==> src/rtl/riscv_perf_pkg.sv <==
// Shared definitions for the RI5CY performance-counter unit.
//   - CSR operation encodings (same values as the core's CSR file)
//   - CSR address map of the unit
//   - CTRL bit positions
//   - perf_csr_apply: read-modify-write helper for WRITE/SET/CLEAR
package riscv_perf_pkg;

    localparam logic [1:0] CSR_OP_NONE  = 2'b00;
    localparam logic [1:0] CSR_OP_WRITE = 2'b01;
    localparam logic [1:0] CSR_OP_SET   = 2'b10;
    localparam logic [1:0] CSR_OP_CLEAR = 2'b11;

    localparam logic [11:0] PERF_CTRL    = 12'h7A0;
    localparam logic [11:0] PERF_INHIBIT = 12'h7A1;
    localparam logic [11:0] PERF_OVF     = 12'h7A2;
    localparam logic [11:0] PERF_IRQEN   = 12'h7A3;
    localparam logic [11:0] PERF_CNT_LO  = 12'h780;
    localparam logic [11:0] PERF_CNT_HI  = 12'h7C0;
    localparam logic [11:0] PERF_EVTSEL  = 12'h7E0;

    localparam int unsigned CTRL_EN_BIT  = 0;
    localparam int unsigned CTRL_SAT_BIT = 1;

    function automatic logic [31:0] perf_csr_apply(input logic [1:0]  op,
                                                   input logic [31:0] old,
                                                   input logic [31:0] wdata);
        logic [31:0] res;
        case (op)
            CSR_OP_WRITE: res = wdata;
            CSR_OP_SET:   res = old | wdata;
            CSR_OP_CLEAR: res = old & ~wdata;
            default:      res = old;
        endcase
        return res;
    endfunction

endpackage

==> src/rtl/riscv_perf_cnt_slice.sv <==
// One performance counter: counter register, event selector, registered
// increment request and the overflow-set pulse for the parent's OVF register.
// Ports:
//   clk, rst_n      clock, async active-low reset
//   count_en_i      global enable and not inhibited
//   sat_i           1: hold at all-ones on overflow, 0: wrap to zero
//   evt_i           event lines
//   lo_we_i/hi_we_i write counter bits [31:0] / [CNT_WIDTH-1:32]
//   sel_we_i        write event selector
//   wdata_i         already-merged CSR write value
//   cnt_lo_o/hi_o   counter words, zero-extended
//   evtsel_o        current event selector
//   ovf_set_o       counter overflows at the coming edge
module riscv_perf_cnt_slice #(
    parameter int unsigned CNT_WIDTH = 32,
    parameter int unsigned N_EVENTS  = 16,
    parameter int unsigned EVT_SEL_W = 4
) (
    input  logic                 clk,
    input  logic                 rst_n,
    input  logic                 count_en_i,
    input  logic                 sat_i,
    input  logic [N_EVENTS-1:0]  evt_i,
    input  logic                 lo_we_i,
    input  logic                 hi_we_i,
    input  logic                 sel_we_i,
    input  logic [31:0]          wdata_i,
    output logic [31:0]          cnt_lo_o,
    output logic [31:0]          cnt_hi_o,
    output logic [EVT_SEL_W-1:0] evtsel_o,
    output logic                 ovf_set_o
);

    localparam int unsigned EVT_PAD = 1 << EVT_SEL_W;
    localparam logic [EVT_SEL_W:0] N_EVT_L = (EVT_SEL_W + 1)'(N_EVENTS);

    logic [CNT_WIDTH-1:0] cnt_q, cnt_d, cnt_wr;
    logic [EVT_SEL_W-1:0] evtsel_q, evtsel_d;
    logic                 inc_q, inc_d;
    logic [EVT_PAD-1:0]   evt_pad;
    logic                 evt_in_range;
    logic                 unused_wdata;

    // Pad so every selector value indexes a real bit; range check still gates it.
    assign evt_pad      = EVT_PAD'(evt_i);
    assign evt_in_range = {1'b0, evtsel_q} < N_EVT_L;
    assign unused_wdata = ^wdata_i;

    always_comb begin
        inc_d = 1'b0;
        if (evt_in_range) begin
            inc_d = count_en_i & evt_pad[evtsel_q];
        end
    end

    if (CNT_WIDTH > 32) begin : g_wide
        assign cnt_lo_o = cnt_q[31:0];
        assign cnt_hi_o = 32'(cnt_q[CNT_WIDTH-1:32]);
        always_comb begin
            cnt_wr = cnt_q;
            if (lo_we_i) cnt_wr[31:0] = wdata_i;
            if (hi_we_i) cnt_wr[CNT_WIDTH-1:32] = wdata_i[CNT_WIDTH-33:0];
        end
    end else begin : g_narrow
        assign cnt_lo_o = 32'(cnt_q);
        assign cnt_hi_o = '0;
        always_comb begin
            cnt_wr = cnt_q;
            if (lo_we_i) cnt_wr = wdata_i[CNT_WIDTH-1:0];
        end
    end

    // A CSR write to either word wins over a pending increment; that increment is lost.
    always_comb begin
        cnt_d     = cnt_q;
        ovf_set_o = 1'b0;
        if (lo_we_i | hi_we_i) begin
            cnt_d = cnt_wr;
        end else if (inc_q) begin
            if (&cnt_q) begin
                ovf_set_o = 1'b1;
                cnt_d     = sat_i ? cnt_q : '0;
            end else begin
                cnt_d = cnt_q + CNT_WIDTH'(1);
            end
        end
    end

    assign evtsel_d = sel_we_i ? wdata_i[EVT_SEL_W-1:0] : evtsel_q;
    assign evtsel_o = evtsel_q;

    always_ff @(posedge clk or negedge rst_n) begin
        if (!rst_n) begin
            cnt_q    <= '0;
            evtsel_q <= '0;
            inc_q    <= 1'b0;
        end else begin
            cnt_q    <= cnt_d;
            evtsel_q <= evtsel_d;
            inc_q    <= inc_d;
        end
    end

endmodule

==> src/rtl/riscv_perf_counter_unit.sv <==
// Hardware performance-monitor unit beside the RI5CY CSR file.
// Holds CTRL {saturate, enable}, INHIBIT, sticky OVF and (optionally) IRQEN,
// decodes the CSR address map and muxes read data; counters live in slices.
// Optional feature macro: PERF_OVF_IRQ_EN adds IRQEN at 0x7A3 and a registered
// overflow interrupt; without it 0x7A3 is unmapped and perf_irq_o is 0.
// Ports:
//   clk, rst_n          clock, async active-low reset
//   csr_access_i        CSR access qualifier
//   csr_addr_i          CSR address
//   csr_wdata_i         CSR write operand
//   csr_op_i            CSR operation (NONE/WRITE/SET/CLEAR)
//   csr_rdata_o         read data, 0 without a hit
//   csr_hit_o           access targets this unit
//   evt_i               event lines, counted every cycle high
//   ovf_o               sticky overflow flags
//   perf_irq_o          overflow interrupt (level)
module riscv_perf_counter_unit
    import riscv_perf_pkg::*;
#(
    parameter int unsigned N_COUNTERS = 4,
    parameter int unsigned CNT_WIDTH  = 32,
    parameter int unsigned N_EVENTS   = 16
) (
    input  logic                  clk,
    input  logic                  rst_n,
    input  logic                  csr_access_i,
    input  logic [11:0]           csr_addr_i,
    input  logic [31:0]           csr_wdata_i,
    input  logic [1:0]            csr_op_i,
    output logic [31:0]           csr_rdata_o,
    output logic                  csr_hit_o,
    input  logic [N_EVENTS-1:0]   evt_i,
    output logic [N_COUNTERS-1:0] ovf_o,
    output logic                  perf_irq_o
);

    localparam int unsigned EVT_SEL_W = (N_EVENTS > 1) ? $clog2(N_EVENTS) : 1;

    logic [1:0]            ctrl_q, ctrl_d;
    logic [N_COUNTERS-1:0] inhibit_q, inhibit_d;
    logic [N_COUNTERS-1:0] ovf_q, ovf_d;
    logic [N_COUNTERS-1:0] ovf_set;

    logic [31:0]           cnt_lo [N_COUNTERS];
    logic [31:0]           cnt_hi [N_COUNTERS];
    logic [EVT_SEL_W-1:0]  evtsel [N_COUNTERS];

    logic                  addr_hit;
    logic [31:0]           rd_data;
    logic                  sel_ctrl, sel_inhibit, sel_ovf;
    logic [N_COUNTERS-1:0] sel_lo, sel_hi, sel_evt;
    logic                  csr_we;
    logic [31:0]           wr_val;
    logic                  unused_wr_val;

`ifdef PERF_OVF_IRQ_EN
    logic                  sel_irqen;
    logic [N_COUNTERS-1:0] irqen_q, irqen_d;
    logic                  irq_q;
`endif

    always_comb begin
        addr_hit    = 1'b0;
        rd_data     = '0;
        sel_ctrl    = 1'b0;
        sel_inhibit = 1'b0;
        sel_ovf     = 1'b0;
        sel_lo      = '0;
        sel_hi      = '0;
        sel_evt     = '0;
`ifdef PERF_OVF_IRQ_EN
        sel_irqen   = 1'b0;
`endif
        if (csr_addr_i == PERF_CTRL) begin
            addr_hit = 1'b1;
            sel_ctrl = 1'b1;
            rd_data  = 32'(ctrl_q);
        end
        if (csr_addr_i == PERF_INHIBIT) begin
            addr_hit    = 1'b1;
            sel_inhibit = 1'b1;
            rd_data     = 32'(inhibit_q);
        end
        if (csr_addr_i == PERF_OVF) begin
            addr_hit = 1'b1;
            sel_ovf  = 1'b1;
            rd_data  = 32'(ovf_q);
        end
`ifdef PERF_OVF_IRQ_EN
        if (csr_addr_i == PERF_IRQEN) begin
            addr_hit  = 1'b1;
            sel_irqen = 1'b1;
            rd_data   = 32'(irqen_q);
        end
`endif
        for (int i = 0; i < N_COUNTERS; i++) begin
            if (csr_addr_i == PERF_CNT_LO + 12'(i)) begin
                addr_hit  = 1'b1;
                sel_lo[i] = 1'b1;
                rd_data   = cnt_lo[i];
            end
            if ((CNT_WIDTH > 32) && (csr_addr_i == PERF_CNT_HI + 12'(i))) begin
                addr_hit  = 1'b1;
                sel_hi[i] = 1'b1;
                rd_data   = cnt_hi[i];
            end
            if (csr_addr_i == PERF_EVTSEL + 12'(i)) begin
                addr_hit   = 1'b1;
                sel_evt[i] = 1'b1;
                rd_data    = 32'(evtsel[i]);
            end
        end
    end

    assign csr_hit_o   = csr_access_i & addr_hit;
    assign csr_rdata_o = csr_hit_o ? rd_data : '0;

    // The read mux already holds the addressed register, so it is the RMW "old" value.
    assign csr_we        = csr_hit_o & (csr_op_i != CSR_OP_NONE);
    assign wr_val        = perf_csr_apply(csr_op_i, csr_rdata_o, csr_wdata_i);
    assign unused_wr_val = ^wr_val;

    for (genvar i = 0; i < N_COUNTERS; i++) begin : g_slice
        riscv_perf_cnt_slice #(
            .CNT_WIDTH (CNT_WIDTH),
            .N_EVENTS  (N_EVENTS),
            .EVT_SEL_W (EVT_SEL_W)
        ) u_slice (
            .clk        (clk),
            .rst_n      (rst_n),
            .count_en_i (ctrl_q[CTRL_EN_BIT] & ~inhibit_q[i]),
            .sat_i      (ctrl_q[CTRL_SAT_BIT]),
            .evt_i      (evt_i),
            .lo_we_i    (csr_we & sel_lo[i]),
            .hi_we_i    (csr_we & sel_hi[i]),
            .sel_we_i   (csr_we & sel_evt[i]),
            .wdata_i    (wr_val),
            .cnt_lo_o   (cnt_lo[i]),
            .cnt_hi_o   (cnt_hi[i]),
            .evtsel_o   (evtsel[i]),
            .ovf_set_o  (ovf_set[i])
        );
    end

    always_comb begin
        ctrl_d    = ctrl_q;
        inhibit_d = inhibit_q;
        ovf_d     = ovf_q;
        if (csr_we && sel_ctrl)    ctrl_d    = wr_val[1:0];
        if (csr_we && sel_inhibit) inhibit_d = wr_val[N_COUNTERS-1:0];
        if (csr_we && sel_ovf)     ovf_d     = wr_val[N_COUNTERS-1:0];
        // Hardware overflow set beats a same-cycle software clear.
        ovf_d = ovf_d | ovf_set;
    end

    always_ff @(posedge clk or negedge rst_n) begin
        if (!rst_n) begin
            ctrl_q    <= 2'b11;
            inhibit_q <= '0;
            ovf_q     <= '0;
        end else begin
            ctrl_q    <= ctrl_d;
            inhibit_q <= inhibit_d;
            ovf_q     <= ovf_d;
        end
    end

    assign ovf_o = ovf_q;

`ifdef PERF_OVF_IRQ_EN
    assign irqen_d = (csr_we && sel_irqen) ? wr_val[N_COUNTERS-1:0] : irqen_q;

    always_ff @(posedge clk or negedge rst_n) begin
        if (!rst_n) begin
            irqen_q <= '0;
            irq_q   <= 1'b0;
        end else begin
            irqen_q <= irqen_d;
            irq_q   <= |(ovf_q & irqen_q);
        end
    end

    assign perf_irq_o = irq_q;
`else
    assign perf_irq_o = 1'b0;
`endif

endmodule
==> config.mk <==
export PLATFORM = sky130hd
export DESIGN_NAME = riscv_perf_counter_unit
export DESIGN_NICKNAME = d
export VERILOG_FILES = /design/src/rtl/riscv_perf_pkg.sv /design/src/rtl/riscv_perf_cnt_slice.sv /design/src/rtl/riscv_perf_counter_unit.sv
export SDC_FILE = /design/constraint.sdc
export NUM_CORES = 1
export LEC_CHECK = 0
export BUFFER_PORTS_ARGS = -buffer_cell sky130_fd_sc_hd__buf_2
export CAP_MARGIN = 20
export CORE_MARGIN = 3
export CORE_UTILIZATION = 45
export CTS_BUF_LIST = sky130_fd_sc_hd__clkbuf_8
export CTS_CLUSTER_SIZE = 20
export DETAILED_ROUTE_END_ITERATION = 8
export MAX_ROUTING_LAYER = met4
export PLACE_DENSITY_LB_ADDON = 0.12
export SETUP_SLACK_MARGIN = 0.02
export SLEW_MARGIN = 20
export SYNTH_ARGS = -nofsm -noshare
export SYNTH_HDL_FRONTEND = slang
export SYNTH_SLANG_ARGS = --single-unit
==> constraint.sdc <==
create_clock -name clk -period 3.6 [get_ports clk]
set_input_delay 0.72 -clock clk [delete_from_list [all_inputs] [get_ports clk]]
set_output_delay 0.72 -clock clk [all_outputs]
set_load 0.1 [all_outputs]
Word-level counts from Yosys, hierarchy flattened
Index checks and enable logic that the tools add are counted.
- magnitude comparators: 4
- add/sub/neg operators: 4
- reductions and logical operators: 16
- bitwise logic cells: 26
- eq/ne operators: 18
- mux-type cells: 68
- operator list (operator ; number):
    $mux 32 ; 22
    $eq 12x11->1 const B ; 11
    $add 32x1->32 const B ; 4
    $reduce_and 32->1 ; 4
    $pmux 32 s3 ; 1
    $mux 1 ; 37
    $and 32x32->32 ; 1
    $not 32->32 ; 1
    $or 32x32->32 ; 1
    $lt 4x5->1 const B ; 4
    $and 1x1->1 ; 18
    $bmux 1 s4 ; 4
    $mux 4 ; 3
    $ne 3x2->1 const B ; 4
    $reduce_bool 2->1 ; 5
    $reduce_and 2->1 ; 4
    $eq 2x2->1 const B ; 2
    $not 1->1 ; 4
    $or 4x4->4 ; 1
    $logic_and 1x1->1 ; 3
    $eq 2x1->1 const B ; 1
    $mux 2 ; 1
- bits of input ports: 65
- bits in registers: 158
- logic and storage cells: 151
- output and inout bits: 38

Depth between registers and ports, before layout
- word-level depth: 18
- gate-level depth with buffers: 11
- gate-level depth less buffers: 8

Cells and area by module
A second synthesis with hierarchy kept.
- cells, all modules: 1718
- area, all modules: 14343.8 sq um
- by module, submodules not included (module ; area each (sq um) ; sequential area each (sq um) ; cells an instance ; times used):
    riscv_perf_cnt_slice ; 2876.5 ; 925.9 ; 331 ; 4
    riscv_perf_counter_unit ; 2837.7 ; 252.7 ; 394 ; 1

Worst setup path before layout
No wires, ideal clock.
- kind: input to output
- from: in csr_addr_i[3]
- to: out csr_rdata_o[1]
- data required time: 2880 ps
- slack: -1408 ps
- data arrival time: 4288 ps
- cell stages on the path: 9
- path buffers: 2
- cell sequence: buf_2 or4b_1 buf_2 nor3_4 mux2i_1 a21o_1 a31oi_1 nor2_1 nor3_1
- cells in the longest elaborated chain, start to end: 14
- elaborated cells on any way between the ends: 35
- classes of those cells: eq/ne: 11; mux: 23; bitwise: 1
- ends and longest elaborated chain (element ; line ; text):
    start: declaration ; riscv_perf_counter_unit.sv:27 ; input logic [11:0] csr_addr_i,
    $eq 12x11->1 ; riscv_perf_counter_unit.sv:74 ; if (csr_addr_i == PERF_CTRL) begin
    $mux 1 ; riscv_perf_counter_unit.sv:74 ;
    $mux 1 ; riscv_perf_counter_unit.sv:79 ; if (csr_addr_i == PERF_INHIBIT) begin
    $mux 1 ; riscv_perf_counter_unit.sv:84 ; if (csr_addr_i == PERF_OVF) begin
    $mux 1 ; riscv_perf_counter_unit.sv:97 ; if (csr_addr_i == PERF_CNT_LO + 12'(i)) begin
    $mux 1 ; riscv_perf_counter_unit.sv:107 ; if (csr_addr_i == PERF_EVTSEL + 12'(i)) begin
    $mux 1 ; riscv_perf_counter_unit.sv:97 ;
    $mux 1 ; riscv_perf_counter_unit.sv:107 ;
    $mux 1 ; riscv_perf_counter_unit.sv:97 ;
    $mux 1 ; riscv_perf_counter_unit.sv:107 ;
    $mux 1 ; riscv_perf_counter_unit.sv:97 ;
    $mux 1 ; riscv_perf_counter_unit.sv:107 ;
    $and 1x1->1 ; riscv_perf_counter_unit.sv:115 ; assign csr_hit_o = csr_access_i & addr_hit;
    $mux 32 * ; riscv_perf_counter_unit.sv:116 ; assign csr_rdata_o = csr_hit_o ? rd_data : '0;
    end: declaration ; riscv_perf_counter_unit.sv:30 ; output logic [31:0] csr_rdata_o,
Every way passes the cells marked *; elsewhere a longest branch is shown, timed or not.

Worst setup path after layout
- from: in csr_addr_i[4]
- to: out csr_rdata_o[7]
The elaborated chain is that of the path after synthesis.

==> run summary <==
Outcome -> finished, final reports clean
Crit path buffers/inverters -> 5
HP Class -> in -> async
Total wire length -> 51900 um
Die area -> 29100 sq um
Clk slew on worst S/H paths -> 100 ps
1st-pass router iterations -> 6
WHS -> 227 ps
Final period utilization -> 97.6%
Routed len/inst -> 27.0 um
Tmin final -> 3510 ps
I/O Buffers -> 101
Most common cell after layout, fill and taps aside -> nand2_1
Hpwl dp -> 40300 um
Global-route wire length before repair -> 78400 um
Htree depth -> 4
Max Transition Viols Final -> 0
Distinct cell type count of the synthesized netlist -> 92
Slew Limit Headroom -> 35.3%
Worst IR drop on VDD -> 314 uV
Synthesized flop and latch total -> 158
P_leak -> 5.73 nW
Most frequent cells in the layout -> nand2_1 (183), dfrtp_1 (156), o21ai_0 (108)
Number of global-route vias before repair -> 12200
Most used cell, CP -> buf_12
RSZ-0062 raised after global routing -> false
Max-cap check violation count -> 0
Total global-route track usage -> 36.9%
Core area -> 26400 sq um
Final Skew -> 13.4 ps
TritonCTS Buffers -> 17
Clk sinks -> 158
Row count -> 59
Die Wd -> 171 um
Via count -> 13200
Synth area leader -> dfrtp_1
Root Driver -> clkbuf_8
Final WS setup -> 85.9 ps
Top cell type's share of synthesized area -> 32.0%
Critical-path top delay cell -> or4b_1
Ys Warns -> 0
Data required time of the critical path -> 2880 ps
Largest net degree at the start of global routing -> 70
Gpl congestion -> 1.04
Layout area overhead -> 19.0%
# Post-CTS Setup Buffers -> 0
FILL cells -> 2493
Pwr/cell area -> 248 nW/um^2
CTS tree -> done
Sequential area share after synthesis -> 32.5%
Initial antenna violation count -> 0
Ports -> 103
Post-DRT Antenna Nets -> 0
Post-CTS Resized -> 0
Final setup fails -> 0
Async SR Flop Fraction -> 100%
GRT overflow -> 0
Ranking of synthesized cells by area -> dfrtp_1 (32%), nand2_1 (5.7%), o21ai_0 (4.5%)
Largest stage delay, worst path -> 580 ps
Initial Utilization -> 46.2%
Critical path's top delay family -> buffers and inverters
Kind of critical path -> in -> out
Die Ht -> 171 um
Syn Area/Cell -> 8.34 sq um
Worst Path Arrival -> 2790 ps
Fraction of layout cells with a size suffix above 1 -> 20.7%
Cells after Synth -> 1460
Setup TNS -> 0 ps
Measured slew at the worst slew-check pin -> 968 ps
DP Worst Slack -> 52.4 ps
Post-synth EDFFs -> 0
Clk_lat worst skew -> 490 ps
Hold_buf cts -> 0
# DRC -> 0
Fmax -> 0.285 GHz
Crit. End Element -> output pin
Clk buf depth -> 2
Nets@finish -> 1645
Final Hold Fails -> 0
Antenna cells -> 0
Initial DRC Count -> 1793
CP max FO -> 24
Worst Setup Start Kind -> input pin
Cells along the critical path -> buf_2, or4b_1, buf_12, nor3_4, buf_12, a22o_1, o21ai_0, inv_1, buf_12
Vias per cell -> 6.86
Top FF cell, synth -> dfrtp_1
Netlist Area Pre-Place -> 12200 sq um
Post-synth net total -> 1529
area by class of cell:
cell class	count	area (sq um)	share of cell area (%)
clock buffers	17	234	1.61
clock inverters	15	168	1.16
flip-flops and latches	158	3960	27.3
repair buffers	200	1850	12.8
inverters	28	105	0.725
well taps	335	419	2.89
multi-input cells	1171	7760	53.5
logic make-up (layout without fill, tap and decap cells):
logic type | count (synthesis) | after routing | share of synthesized area [%]
other cells | 1 | 1 | 0.0308
simple gates | 580 | 580 | 25.7
mux | 37 | 37 | 5.40
buf+inv | 131 | 260 | 5.03
flops | 158 | 158 | 32.5
fa+ha+maj | 4 | 4 | 0.411
compound gates | 502 | 502 | 27.6
xor+xnor | 47 | 47 | 3.38
layer usage:
metal  up-vias  global-route usage (%)  routed length, um
met5         -                       -                  0
met4         0                    10.8               1590
met3       117                    9.45               5540
met2       776                    53.3              22900
met1      6500                    51.4              21900
li1       5812                       -                  -
registers in the layout (all words and copies together) (netlist names):
register,flops
g_slice.u_slice.inc_q,4
g_slice.u_slice.cnt_lo_o,128
ctrl_q,2
inhibit_q,4
ovf_o,4
g_slice.u_slice.evtsel_o,16
where the power goes:
part / internal [mW] / switching, mW
Combinational: 0.145 / 0.272
Clock: 0.584 / 0.813
Sequential: 1.77 / 0.00207
synth_stat cells (14+ instances only):
master	count
nand2_1	184
dfrtp_1	156
o21ai_0	109
a21oi_1	80
nor2_1	66
nand3_1	60
o21ai_1	56
clkbuf_1	50
and3_1	49
a22oi_1	43
xnor2_1	38
nand4_1	37
and2_1	36
nor3_1	35
buf_2	34
o221ai_1	31
inv_1	28
a22o_1	24
a31oi_1	24
mux4_2	23
and4_1	19
o22ai_1	17
mux2i_1	14
nor4_1	14
through the flow:
stage	power [mW]	std cells	area, sq um	util [%]
2_1_floorplan	2.00	1460	12300	-
3_3_place_gp	2.21	1892	14100	53.4
3_5_place_dp	2.22	1892	14100	53.4
4_1_cts	3.61	1924	14500	54.9
5_1_grt	3.72	1924	14500	55.0
6_report	3.59	1924	14500	55.0
worst paths after layout:
path | start | end | slack, ps | cells past startpoint
max | csr_addr_i[4] | csr_rdata_o[7] | 90 | 9
min | rst_n | g_slice[3].u_slice.cnt_lo_o[19] | 230 | 1
max reg2reg | g_slice[1].u_slice.cnt_lo_o[9] | g_slice[1].u_slice.cnt_lo_o[11] | 480 | 8
min reg2reg | ctrl_q[0] | ctrl_q[0] | 520 | 2
max in group asynchronous | rst_n | g_slice[0].u_slice.cnt_lo_o[5] | 2330 | 2
min in group clk | ctrl_q[0] | ctrl_q[0] | 520 | 2
No activity file was read; power rests on OpenSTA's default activity.
